==> config.mk <==
export PLATFORM = sky130hd
export DESIGN_NAME = forwarding_unit
export DESIGN_NICKNAME = d
export VERILOG_FILES = /design/src/rtl/pipe_pkg.sv /design/src/rtl/forwarding_unit_chk.sv /design/src/rtl/fwd_sel_calc.sv /design/src/rtl/forwarding_unit.sv
export SDC_FILE = /design/constraint.sdc
export NUM_CORES = 1
export LEC_CHECK = 0
export ABC_CLOCK_PERIOD_IN_PS = 2100
export BUFFER_PORTS_ARGS = -buffer_cell sky130_fd_sc_hd__buf_2
export CAP_MARGIN = 20
export CORE_MARGIN = 8
export CORE_UTILIZATION = 40
export DETAILED_ROUTE_END_ITERATION = 7
export GPL_TIMING_DRIVEN = 0
export PLACE_DENSITY = 0.69
export SETUP_SLACK_MARGIN = 0.4
export SKIP_CTS_REPAIR_TIMING = 1
export SLEW_MARGIN = 40
export SYNTH_ARGS = -nofsm -noshare
export SYNTH_HDL_FRONTEND = slang
export SYNTH_SLANG_ARGS = --single-unit
export TNS_END_PERCENT = 50
==> constraint.sdc <==
create_clock -name clk -period 2.1 [get_ports clk]
set_input_delay 0.42 -clock clk [delete_from_list [all_inputs] [get_ports clk]]
set_output_delay 0.42 -clock clk [all_outputs]
set_load 0.1 [all_outputs]
==> src/rtl/pipe_pkg.sv <==
// Shared pipeline definitions for the 5-stage MIPS datapath.
// Contents:
//   REG_AW     - register address width
//   REG_ZERO   - architectural zero register address ($0)
//   fwd_sel_t  - EX-stage ALU operand select encoding
package pipe_pkg;

  localparam int REG_AW = 5;
  localparam logic [REG_AW-1:0] REG_ZERO = 5'd0;

  // 00: register file, 10: EX/MEM ALU result, 01: MEM/WB write data
  typedef enum logic [1:0] {
    FWD_REG = 2'b00,
    FWD_MEM = 2'b10,
    FWD_WB  = 2'b01
  } fwd_sel_t;

endpackage

==> src/rtl/forwarding_unit_chk.sv <==
// Simulation-only property checks on the forwarding unit's internal tags.
// Ports:
//   clk, rst_n     in  pipeline clock and synchronous active-low reset
//   mem_regwrite   in  MEM-stage RegWrite tag
//   mem_memread    in  MEM-stage MemRead tag
//   fwd_a, fwd_b   in  registered operand selects
module forwarding_unit_chk (
  input logic       clk,
  input logic       rst_n,
  input logic       mem_regwrite,
  input logic       mem_memread,
  input logic [1:0] fwd_a,
  input logic [1:0] fwd_b
);

  // A load always writes its destination register.
  a_load_writes: assert property (@(posedge clk) disable iff (!rst_n)
    mem_memread |-> mem_regwrite);

  // 2'b11 is not a legal select.
  a_fwd_a_legal: assert property (@(posedge clk) disable iff (!rst_n)
    fwd_a != 2'b11);
  a_fwd_b_legal: assert property (@(posedge clk) disable iff (!rst_n)
    fwd_b != 2'b11);

endmodule

==> src/rtl/fwd_sel_calc.sv <==
// Priority forwarding-select compare for one source operand.
// The result is the select the operand needs once the instruction
// currently in ID has advanced into EX.
// Ports:
//   bubble        in  ID instruction is being replaced by a NOP
//   src           in  source register address read by the ID instruction
//   ex_dest       in  destination tag of the instruction now in EX
//   ex_regwrite   in  EX instruction writes the register file
//   ex_memread    in  EX instruction is a load
//   mem_dest      in  destination tag of the instruction now in MEM
//   mem_regwrite  in  MEM instruction writes the register file
//   sel           out forwarding select for this operand
module fwd_sel_calc
  import pipe_pkg::*;
#(
  parameter int REG_AW   = pipe_pkg::REG_AW,
  parameter bit FWD_ZERO = 1'b0
) (
  input  logic              bubble,
  input  logic [REG_AW-1:0] src,
  input  logic [REG_AW-1:0] ex_dest,
  input  logic              ex_regwrite,
  input  logic              ex_memread,
  input  logic [REG_AW-1:0] mem_dest,
  input  logic              mem_regwrite,
  output fwd_sel_t          sel
);

  logic ex_nz_s;
  logic mem_nz_s;

  // $0 is hard-wired, so a write to it is not a real producer unless
  // the FWD_ZERO override is set.
  assign ex_nz_s  = FWD_ZERO | (ex_dest  != REG_AW'(REG_ZERO));
  assign mem_nz_s = FWD_ZERO | (mem_dest != REG_AW'(REG_ZERO));

  // First match wins: the nearest producer (EX) beats the older one (MEM).
  // A load in EX cannot supply data next cycle, so it is skipped here; the
  // hazard unit stalls and the load is picked up from MEM one cycle later.
  always_comb begin
    sel = FWD_REG;
    if (bubble) begin
      sel = FWD_REG;
    end else if (ex_regwrite && !ex_memread && ex_nz_s && (ex_dest == src)) begin
      sel = FWD_MEM;
    end else if (mem_regwrite && mem_nz_s && (mem_dest == src)) begin
      sel = FWD_WB;
    end else begin
      sel = FWD_REG;
    end
  end

endmodule

==> src/rtl/forwarding_unit.sv <==
// RAW-hazard forwarding unit for the 5-stage MIPS pipeline.
// Keeps a shadow pipeline of destination/control tags (ID/EX, EX/MEM,
// MEM/WB), registers the EX operand selects one cycle ahead, and drives
// the combinational register-file write-through bypass for ID.
// Ports:
//   clk, rst_n       in  pipeline clock, synchronous active-low reset
//   id_rs, id_rt     in  source fields of the ID instruction
//   id_dest          in  destination after RegDst selection
//   id_regwrite      in  RegWrite of the ID instruction
//   id_memread       in  MemRead of the ID instruction
//   bubble           in  hazard-unit flush: NOP into ID/EX
//   fwd_a, fwd_b     out EX ALU operand selects (registered)
//   id_byp_a/b       out ID Rs/Rt read takes WB write data this cycle
//   ex_dest          out destination tag held in ID/EX
//   ex_memread       out MemRead tag held in ID/EX
module forwarding_unit
  import pipe_pkg::*;
#(
  parameter int REG_AW   = pipe_pkg::REG_AW,
  parameter bit FWD_ZERO = 1'b0
) (
  input  logic              clk,
  input  logic              rst_n,
  input  logic [REG_AW-1:0] id_rs,
  input  logic [REG_AW-1:0] id_rt,
  input  logic [REG_AW-1:0] id_dest,
  input  logic              id_regwrite,
  input  logic              id_memread,
  input  logic              bubble,
  output logic [1:0]        fwd_a,
  output logic [1:0]        fwd_b,
  output logic              id_byp_a,
  output logic              id_byp_b,
  output logic [REG_AW-1:0] ex_dest,
  output logic              ex_memread
);

  logic [REG_AW-1:0] ex_dest_r;
  logic              ex_regwrite_r;
  logic              ex_memread_r;
  logic [REG_AW-1:0] mem_dest_r;
  logic              mem_regwrite_r;
  logic              mem_memread_r;
  logic [REG_AW-1:0] wb_dest_r;
  logic              wb_regwrite_r;
  fwd_sel_t          fwd_a_r;
  fwd_sel_t          fwd_b_r;
  fwd_sel_t          fwd_a_s;
  fwd_sel_t          fwd_b_s;
  logic              wb_nz_s;

  fwd_sel_calc #(.REG_AW(REG_AW), .FWD_ZERO(FWD_ZERO)) u_calc_a (
    .bubble       (bubble),
    .src          (id_rs),
    .ex_dest      (ex_dest_r),
    .ex_regwrite  (ex_regwrite_r),
    .ex_memread   (ex_memread_r),
    .mem_dest     (mem_dest_r),
    .mem_regwrite (mem_regwrite_r),
    .sel          (fwd_a_s)
  );

  fwd_sel_calc #(.REG_AW(REG_AW), .FWD_ZERO(FWD_ZERO)) u_calc_b (
    .bubble       (bubble),
    .src          (id_rt),
    .ex_dest      (ex_dest_r),
    .ex_regwrite  (ex_regwrite_r),
    .ex_memread   (ex_memread_r),
    .mem_dest     (mem_dest_r),
    .mem_regwrite (mem_regwrite_r),
    .sel          (fwd_b_s)
  );

  // Shadow tag pipeline plus registered operand selects; reset beats bubble.
  always_ff @(posedge clk) begin
    if (!rst_n) begin
      ex_dest_r      <= '0;
      ex_regwrite_r  <= 1'b0;
      ex_memread_r   <= 1'b0;
      mem_dest_r     <= '0;
      mem_regwrite_r <= 1'b0;
      mem_memread_r  <= 1'b0;
      wb_dest_r      <= '0;
      wb_regwrite_r  <= 1'b0;
      fwd_a_r        <= FWD_REG;
      fwd_b_r        <= FWD_REG;
    end else begin
      mem_dest_r     <= ex_dest_r;
      mem_regwrite_r <= ex_regwrite_r;
      mem_memread_r  <= ex_memread_r;
      wb_dest_r      <= mem_dest_r;
      wb_regwrite_r  <= mem_regwrite_r;
      if (bubble) begin
        ex_dest_r     <= '0;
        ex_regwrite_r <= 1'b0;
        ex_memread_r  <= 1'b0;
      end else begin
        ex_dest_r     <= id_dest;
        ex_regwrite_r <= id_regwrite;
        ex_memread_r  <= id_memread;
      end
      fwd_a_r <= fwd_a_s;
      fwd_b_r <= fwd_b_s;
    end
  end

  // Write-through: WB writes the register file in the same cycle ID reads
  // it, so ID takes the WB data directly. Always guarded on $0.
  assign wb_nz_s  = (wb_dest_r != REG_AW'(REG_ZERO));
  assign id_byp_a = wb_regwrite_r & wb_nz_s & (wb_dest_r == id_rs);
  assign id_byp_b = wb_regwrite_r & wb_nz_s & (wb_dest_r == id_rt);

  assign fwd_a      = fwd_a_r;
  assign fwd_b      = fwd_b_r;
  assign ex_dest    = ex_dest_r;
  assign ex_memread = ex_memread_r;

  forwarding_unit_chk u_chk (
    .clk          (clk),
    .rst_n        (rst_n),
    .mem_regwrite (mem_regwrite_r),
    .mem_memread  (mem_memread_r),
    .fwd_a        (fwd_a_r),
    .fwd_b        (fwd_b_r)
  );

endmodule

==> qor.yml, run 1 <==
sta:
  rsz0062_at_grt: "true"
  slew_headroom_pct: 59.68
  setup_viol: 2
  clock_skew_ns: 0.005697
  period_share_pct: 100.5
  tns_ns: -0.02165
  post-route-worst-setup-slack_ns: -0.01150
  tightest_slew_ns: 0.6036
  fmax_mhz: 473.6
  slew_violations: 0
  hold_viol_final: 0
  fin_crit_ns: 2.111
synth:
  synthArstFlopShare_pct: 0
  synth_area_leader_cell: "dfxtp_1"
  yosysTopAreaCellShare_pct: 45.94
  synth_edf_count: 0
  synth_nets: 117
  yosysUniqueCellTypes: 15
  synth_top_flop_cell: "dfxtp_1"
  yosysMostFrequentCell: "dfxtp_1"
  ys_seq_area_share_pct: 45.94
  syn_inst: 97
  netlist_area_mm2: 0.001002
  avgSynthCellArea_um2: 10.33
  synth_area_leaders: "dfxtp_1 46%, xnor2_1 14%, xor2_1 12%"
  synth-seq-cells: 23
  yosys-top-cells-count: "23 x dfxtp_1, 19 x and2_1, 16 x xnor2_1"
  ys_warn_count: 0
clocking:
  clk_pin_slew_worst_paths_ns: 0.11
  cts_root_buffer: "clkbuf_4"
  numCtsBuffers: 3
  clock_sinks: 23
  clk_latency_ns: 0.30
  cts_tree: "done"
  clockBufferDepth: 2
  cts-htree-levels: 1
critical_path:
  start_kind: "flip-flop"
  worstPathArrival_ns: 1.69
  critPathMaxStageDelay_ns: 0.54
  crit_required_ns: 1.68
  path_buf_inv: 1
  path_cells: "or4_4 -> o21ai_4 -> nor4_4 -> buf_6"
  cp_max_fo: 3
  critical_path_class: "reg2out"
  crit_slowest_cell: "or4_4"
  cpLargestDelayFamily: "simple AND/OR/NAND/NOR gates"
  end_kind: "output pin"
global_routing:
  grt_pass1_wl_um: 3808
  grt_pass1_vias: 859
  track_usage_pct: 11.43
  gr-total-overflow: 0
  grt_max_degree: 13
  grt_antenna_before_repair: 0
final_layout:
  drive_gt1_share_pct: 44.44
  final_area_mm2: 0.001364
  synthToLayoutAreaGrowth_pct: 36.08
  nets: 156
  final_util_pct: 56.07
  diodes: 0
placement:
  numPortBuffers: 31
  placed_area_mm2: 0.001280
  place_ws_ns: 0.03286
  gp_congestion: 0.8632
run_status:
  violations: "setup timing"
  status: "finished, violations left"
worst_hold_path:
  hold_path.class: "in2reg"
drt:
  routed_wl_um: 2277
  drc: 0
  wl_per_cell_um: 13.80
  vias: 776
  routed_via_density: 4.703
  drt_iter0_markers: 15
  dr.pass1.iters: 2
  detail-route-antenna-nets: 0
floorplan:
  pin_count: 32
  core_mm2: 0.002432
  die_area_mm2: 0.004363
  fp-row-count: 18
  die_h_um: 66.06
  fp.dieW_um: 66.06
  start_util_pct: 41.20
power:
  ir_drop_mv: 0.4653
  finalPower_w: 0.0007896
  p_leak_nw: 0.5986
  p_per_area_mw_per_mm2: 579.0
flow_run:
  cap_violations: 0
## cell families (layout without fill, tap and decap cells)
| kind of cell | count (synthesis) | count (layout) | share of synthesized area [%] |
|---|---|---|---|
| DFF | 23 | 23 | 45.94 |
| xor gates and xnor gates | 30 | 30 | 26.22 |
| buffers and inverters | 1 | 39 | 0.3742 |
| AOI/OAI and AO/OA | 3 | 3 | 2.122 |
| and+or+nand+nor | 40 | 40 | 25.34 |
## stage by stage
step / hold slack, ns / std cells
2_1_floorplan: 0.4214 / 97
3_3_place_gp: 0.4366 / 158
3_5_place_dp: 0.4319 / 158
4_1_cts: 0.2945 / 162
5_1_grt: 0.2960 / 165
6_report: 0.3029 / 165
## final timing paths
| path | startpoint | end | slack [ns] | cells past startpoint |
|---|---|---|---|---|
| worst max-delay path | wb_dest_r[2]$_SDFF_PN0_ | id_byp_b | -0.01 | 4 |
| worst min-delay path | id_regwrite | ex_regwrite_r$_SDFF_PP0_ | 0.30 | 2 |
| worst max register to register | ex_dest[1]$_SDFF_PP0_ | fwd_b[1]$_SDFF_PP0_ | 0.68 | 4 |
| worst min register to register | ex_regwrite_r$_SDFF_PP0_ | mem_regwrite_r$_SDFF_PN0_ | 0.46 | 1 |
## where the power goes
| group | total (W) | switching, W | internal (W) | leakage (nW) |
|---|---|---|---|---|
| sequential | 0.000457 | 0.0000131 | 0.000444 | 0.191 |
| clock | 0.000193 | 0.000119 | 0.0000741 | 0.0150 |
| combinational | 0.000139 | 0.0000825 | 0.0000570 | 0.392 |
| total | 0.000790 | 0.000214 | 0.000575 | 0.599 |
## per-layer routing
metal	global-route usage, %	part of all wire, %
met2	19.49	50
met5	0	0
met3	3.729	8.2
met4	7.733	3.1
met1	11.66	39
## placed cells by master, fill, tap and decap left out, types with 2 or more instances in the layout
| master | n |
|---|---|
| nor2b_1 | 2 |
| xor2_1 | 14 |
| buf_6 | 2 |
| nor3_2 | 2 |
| nor3_1 | 2 |
| clkbuf_1 | 2 |
| nand3_1 | 6 |
| xnor2_1 | 10 |
| dfxtp_1 | 15 |
| clkbuf_4 | 3 |
| nor4_1 | 2 |
| nor4_4 | 2 |
| and2_1 | 19 |
| buf_4 | 3 |
| or4_1 | 2 |
| xnor2_2 | 6 |
| dfxtp_4 | 3 |
| buf_2 | 29 |
| dfxtp_2 | 5 |
| and2_2 | 2 |
## flip-flops by register name, summed over array words and instances, names as in the netlist
name and flops:
fwd_a 2, ex_dest 5, ex_memread 1, fwd_b 2, wb_regwrite_r 1, ex_regwrite_r 1, mem_dest_r 5, wb_dest_r 5
mem_regwrite_r 1
## area by class of cell
class | count | area [µm²]
clock buffers | 4 | 26.28
flip-flops and latches | 23 | 478.0
multi-input cells | 73 | 628.1
plain buffers | 1 | 3.754
well taps | 30 | 37.54
fillers | 230 | 1069
repair buffers | 34 | 190.2
(Power assumes the default switching activity.)
==> run 2, diff against run 1 <==
--- a/config.mk
+++ b/config.mk
@@ -5,14 +5,14 @@
 export SDC_FILE = /design/constraint.sdc
 export NUM_CORES = 1
 export LEC_CHECK = 0
-export ABC_CLOCK_PERIOD_IN_PS = 2100
+export ABC_CLOCK_PERIOD_IN_PS = 1700
 export BUFFER_PORTS_ARGS = -buffer_cell sky130_fd_sc_hd__buf_2
 export CAP_MARGIN = 20
 export CORE_MARGIN = 8
 export CORE_UTILIZATION = 40
 export DETAILED_ROUTE_END_ITERATION = 7
 export GPL_TIMING_DRIVEN = 0
-export PLACE_DENSITY = 0.69
+export PLACE_DENSITY_LB_ADDON = 0.2
 export SETUP_SLACK_MARGIN = 0.4
 export SKIP_CTS_REPAIR_TIMING = 1
 export SLEW_MARGIN = 40
==> constraint.sdc (replaced) <==
create_clock -name clk -period 1.7 [get_ports clk]
set_input_delay 0.34 -clock clk [delete_from_list [all_inputs] [get_ports clk]]
set_output_delay 0.34 -clock clk [all_outputs]
set_load 0.1 [all_outputs]
==> run 2 against run 1 <==
  * The flow still finishes with violations (setup timing)
  * Hold slack lost 0.074 ns
  * Design area up 15%
  * Wire length rose by 8.4%
  * Critical endpoint unchanged
==> qor.yml, run 2 (synthesized netlist as in run 1, its figures left out) <==
floorplan:
  start_util_pct: 41.20  # unchanged
  fp-row-count: 18  # unchanged
  die_area_mm2: 0.004363  # unchanged
  fp.dieW_um: 66.06  # unchanged
  pin_count: 32  # unchanged
  die_h_um: 66.06  # unchanged
  core_mm2: 0.002432  # unchanged
drt:
  routed_wl_um: 2468  # was 2277 µm
  drc: 0  # unchanged
  dr.pass1.iters: 4  # was 2
  detail-route-antenna-nets: 0  # unchanged
  routed_via_density: 4.731  # was 4.703
  drt_iter0_markers: 19  # was 15
  vias: 809  # was 776
  wl_per_cell_um: 14.43  # was 13.80 µm
placement:
  place_ws_ns: -0.1722  # was 0.03286 ns
  place_hpwl_um: 1936
  placed_area_mm2: 0.001344  # was 0.001280 mm²
  gp_congestion: 0.9353  # was 0.8632
  numPortBuffers: 31  # unchanged
sta:
  rsz0062_at_grt: "true"  # unchanged
  post-route-worst-setup-slack_ns: -0.3505  # was -0.01150 ns
  hold_viol_final: 0  # unchanged
  slew_headroom_pct: 54.19  # was 59.68%
  clock_skew_ns: 0.001116  # was 0.005697 ns
  slew_violations: 0  # unchanged
  tns_ns: -0.6976  # was -0.02165 ns
  fin_crit_ns: 2.050
  fmax_mhz: 487.7
  tightest_slew_ns: 0.6858  # was 0.6036 ns
  period_share_pct: 120.6
  setup_viol: 2  # unchanged
global_routing:
  grt_antenna_before_repair: 0  # unchanged
  track_usage_pct: 11.88  # was 11.43%
  grt_max_degree: 13  # unchanged
  grt_pass1_wl_um: 3905  # was 3808 µm
  gr-total-overflow: 0  # unchanged
  grt_pass1_vias: 860  # was 859
critical_path:
  critPathMaxStageDelay_ns: 0.54  # about the same
  crit_required_ns: 1.36  # was 1.68 ns
  start_kind: "flip-flop"  # unchanged
  worstPathArrival_ns: 1.71  # was 1.69 ns
  r2r_cells: 4  # unchanged
  end_kind: "output pin"  # unchanged
  critical_path_class: "reg2out"  # unchanged
  crit_slowest_cell: "or4_4"  # unchanged
  startpoint: "wb_dest_r[2]$_SDFF_PN0_"  # unchanged
  reg2reg_slack_ns: 0.28  # was 0.68 ns
  cp_max_fo: 3  # unchanged
  reg2reg_to: "fwd_a[1]$_SDFF_PP0_"  # was fwd_b[1]$_SDFF_PP0_
  r2r-start: "ex_dest[4]$_SDFF_PP0_"  # was ex_dest[1]$_SDFF_PP0_
  path_cells: "or4_4 -> o21ai_4 -> nor4_4 -> buf_6"  # unchanged
final_layout:
  mostFrequentLayoutCells: "19 x and2_1, 19 x buf_2, 14 x xor2_1, 12 x dfxtp_1, 11 x buf_4"  # was 29 x buf_2, 19 x and2_1, 15 x dfxtp_1, 14 x xor2_1, 10 x xnor2_1
  final_area_mm2: 0.001570  # was 0.001364 mm²
  diodes: 0  # unchanged
  drive_gt1_share_pct: 53.19  # was 44.44%
  nets: 162  # was 156
  synthToLayoutAreaGrowth_pct: 56.68  # was 36.08%
run_status:
  status: "finished, violations left"  # unchanged
  violations: "setup timing"  # unchanged
clocking:
  numCtsBuffers: 3  # unchanged
  cts_tree: "done"  # unchanged
  clock_sinks: 23  # unchanged
  cts-htree-levels: 1  # unchanged
  clk_latency_ns: 0.30  # about the same
  cts_root_buffer: "clkbuf_4"  # unchanged
  clockBufferDepth: 2  # unchanged
  clk_pin_slew_worst_paths_ns: 0.11  # about the same
worst_hold_path:
  hold_path.class: "in2reg"  # unchanged
  min_path_cells: 2  # unchanged
  hold-path-endpoint: "ex_dest[3]$_SDFF_PP0_"  # was ex_regwrite_r$_SDFF_PP0_
  min_from: "id_dest[3]"  # was id_regwrite
power:
  ir_drop_mv: 0.5557  # was 0.4653 mV
  p_leak_nw: 0.6551  # was 0.5986 nW
  p_per_area_mw_per_mm2: 646.4  # was 579.0 mW/mm²
flow_run:
  cap_violations: 0  # unchanged
[run 2: through the flow]
step	total power (W)	hold WS [ns]	std cells	utilization [%]
floorplan	0.0006989	0.4214	97	-
global placement	0.0007529	0.4381	158	55.25
detailed placement	0.0007579	0.4389	158	55.25
CTS	0.0009923	0.2251	162	56.33
global route	0.001066	0.2116	171	64.56
finish	0.001015	0.2286	171	64.56
[run 2: cell type report]
class	instances	area (µm²)
fill	210	862.1
multi-input combinational	73	684.4
sequential	23	494.2
timing repair buffer	40	324.1
tap	30	37.54
clock buffer	4	26.28
buffer	1	3.754
[run 2: where the power goes]
part / total [W] / switching, W / internal [W]
logic: 0.000213 / 0.000118 / 0.0000952
clock network: 0.000241 / 0.000149 / 0.0000914
registers: 0.000561 / 0.0000170 / 0.000544
total: 0.00102 / 0.000284 / 0.000731
[run 2: routing by layer]
metal / part of all wire (%) / wire (µm) / global-route usage (%) / up-vias
li1: - / - / - / 411
met1: 40 / 980 / 12.43 / 366
met2: 51 / 1253 / 20.83 / 26
met3: 7.5 / 186 / 4.068 / 6
met4: 1.9 / 48 / 5.600 / 0
met5: 0 / 0 / 0 / -
[run 2: worst max-delay path by stage]
stage / end / slack (ns)
floorplan: id_byp_b / -0.33
global placement: id_byp_a / -0.14
detailed placement: id_byp_b / -0.17
CTS: id_byp_b / -0.52
global route: id_byp_b / -0.41
finish: id_byp_b / -0.35
[run 2: critical path: cells and delay by family, from the launching register on]
kind / cells / cell delay, ns
AO/OA/AOI/OAI: 1 / 0.23
buffers and inverters: 1 / 0.19
flip-flops: 1 / 0.37
AND/OR/NAND/NOR: 2 / 0.62
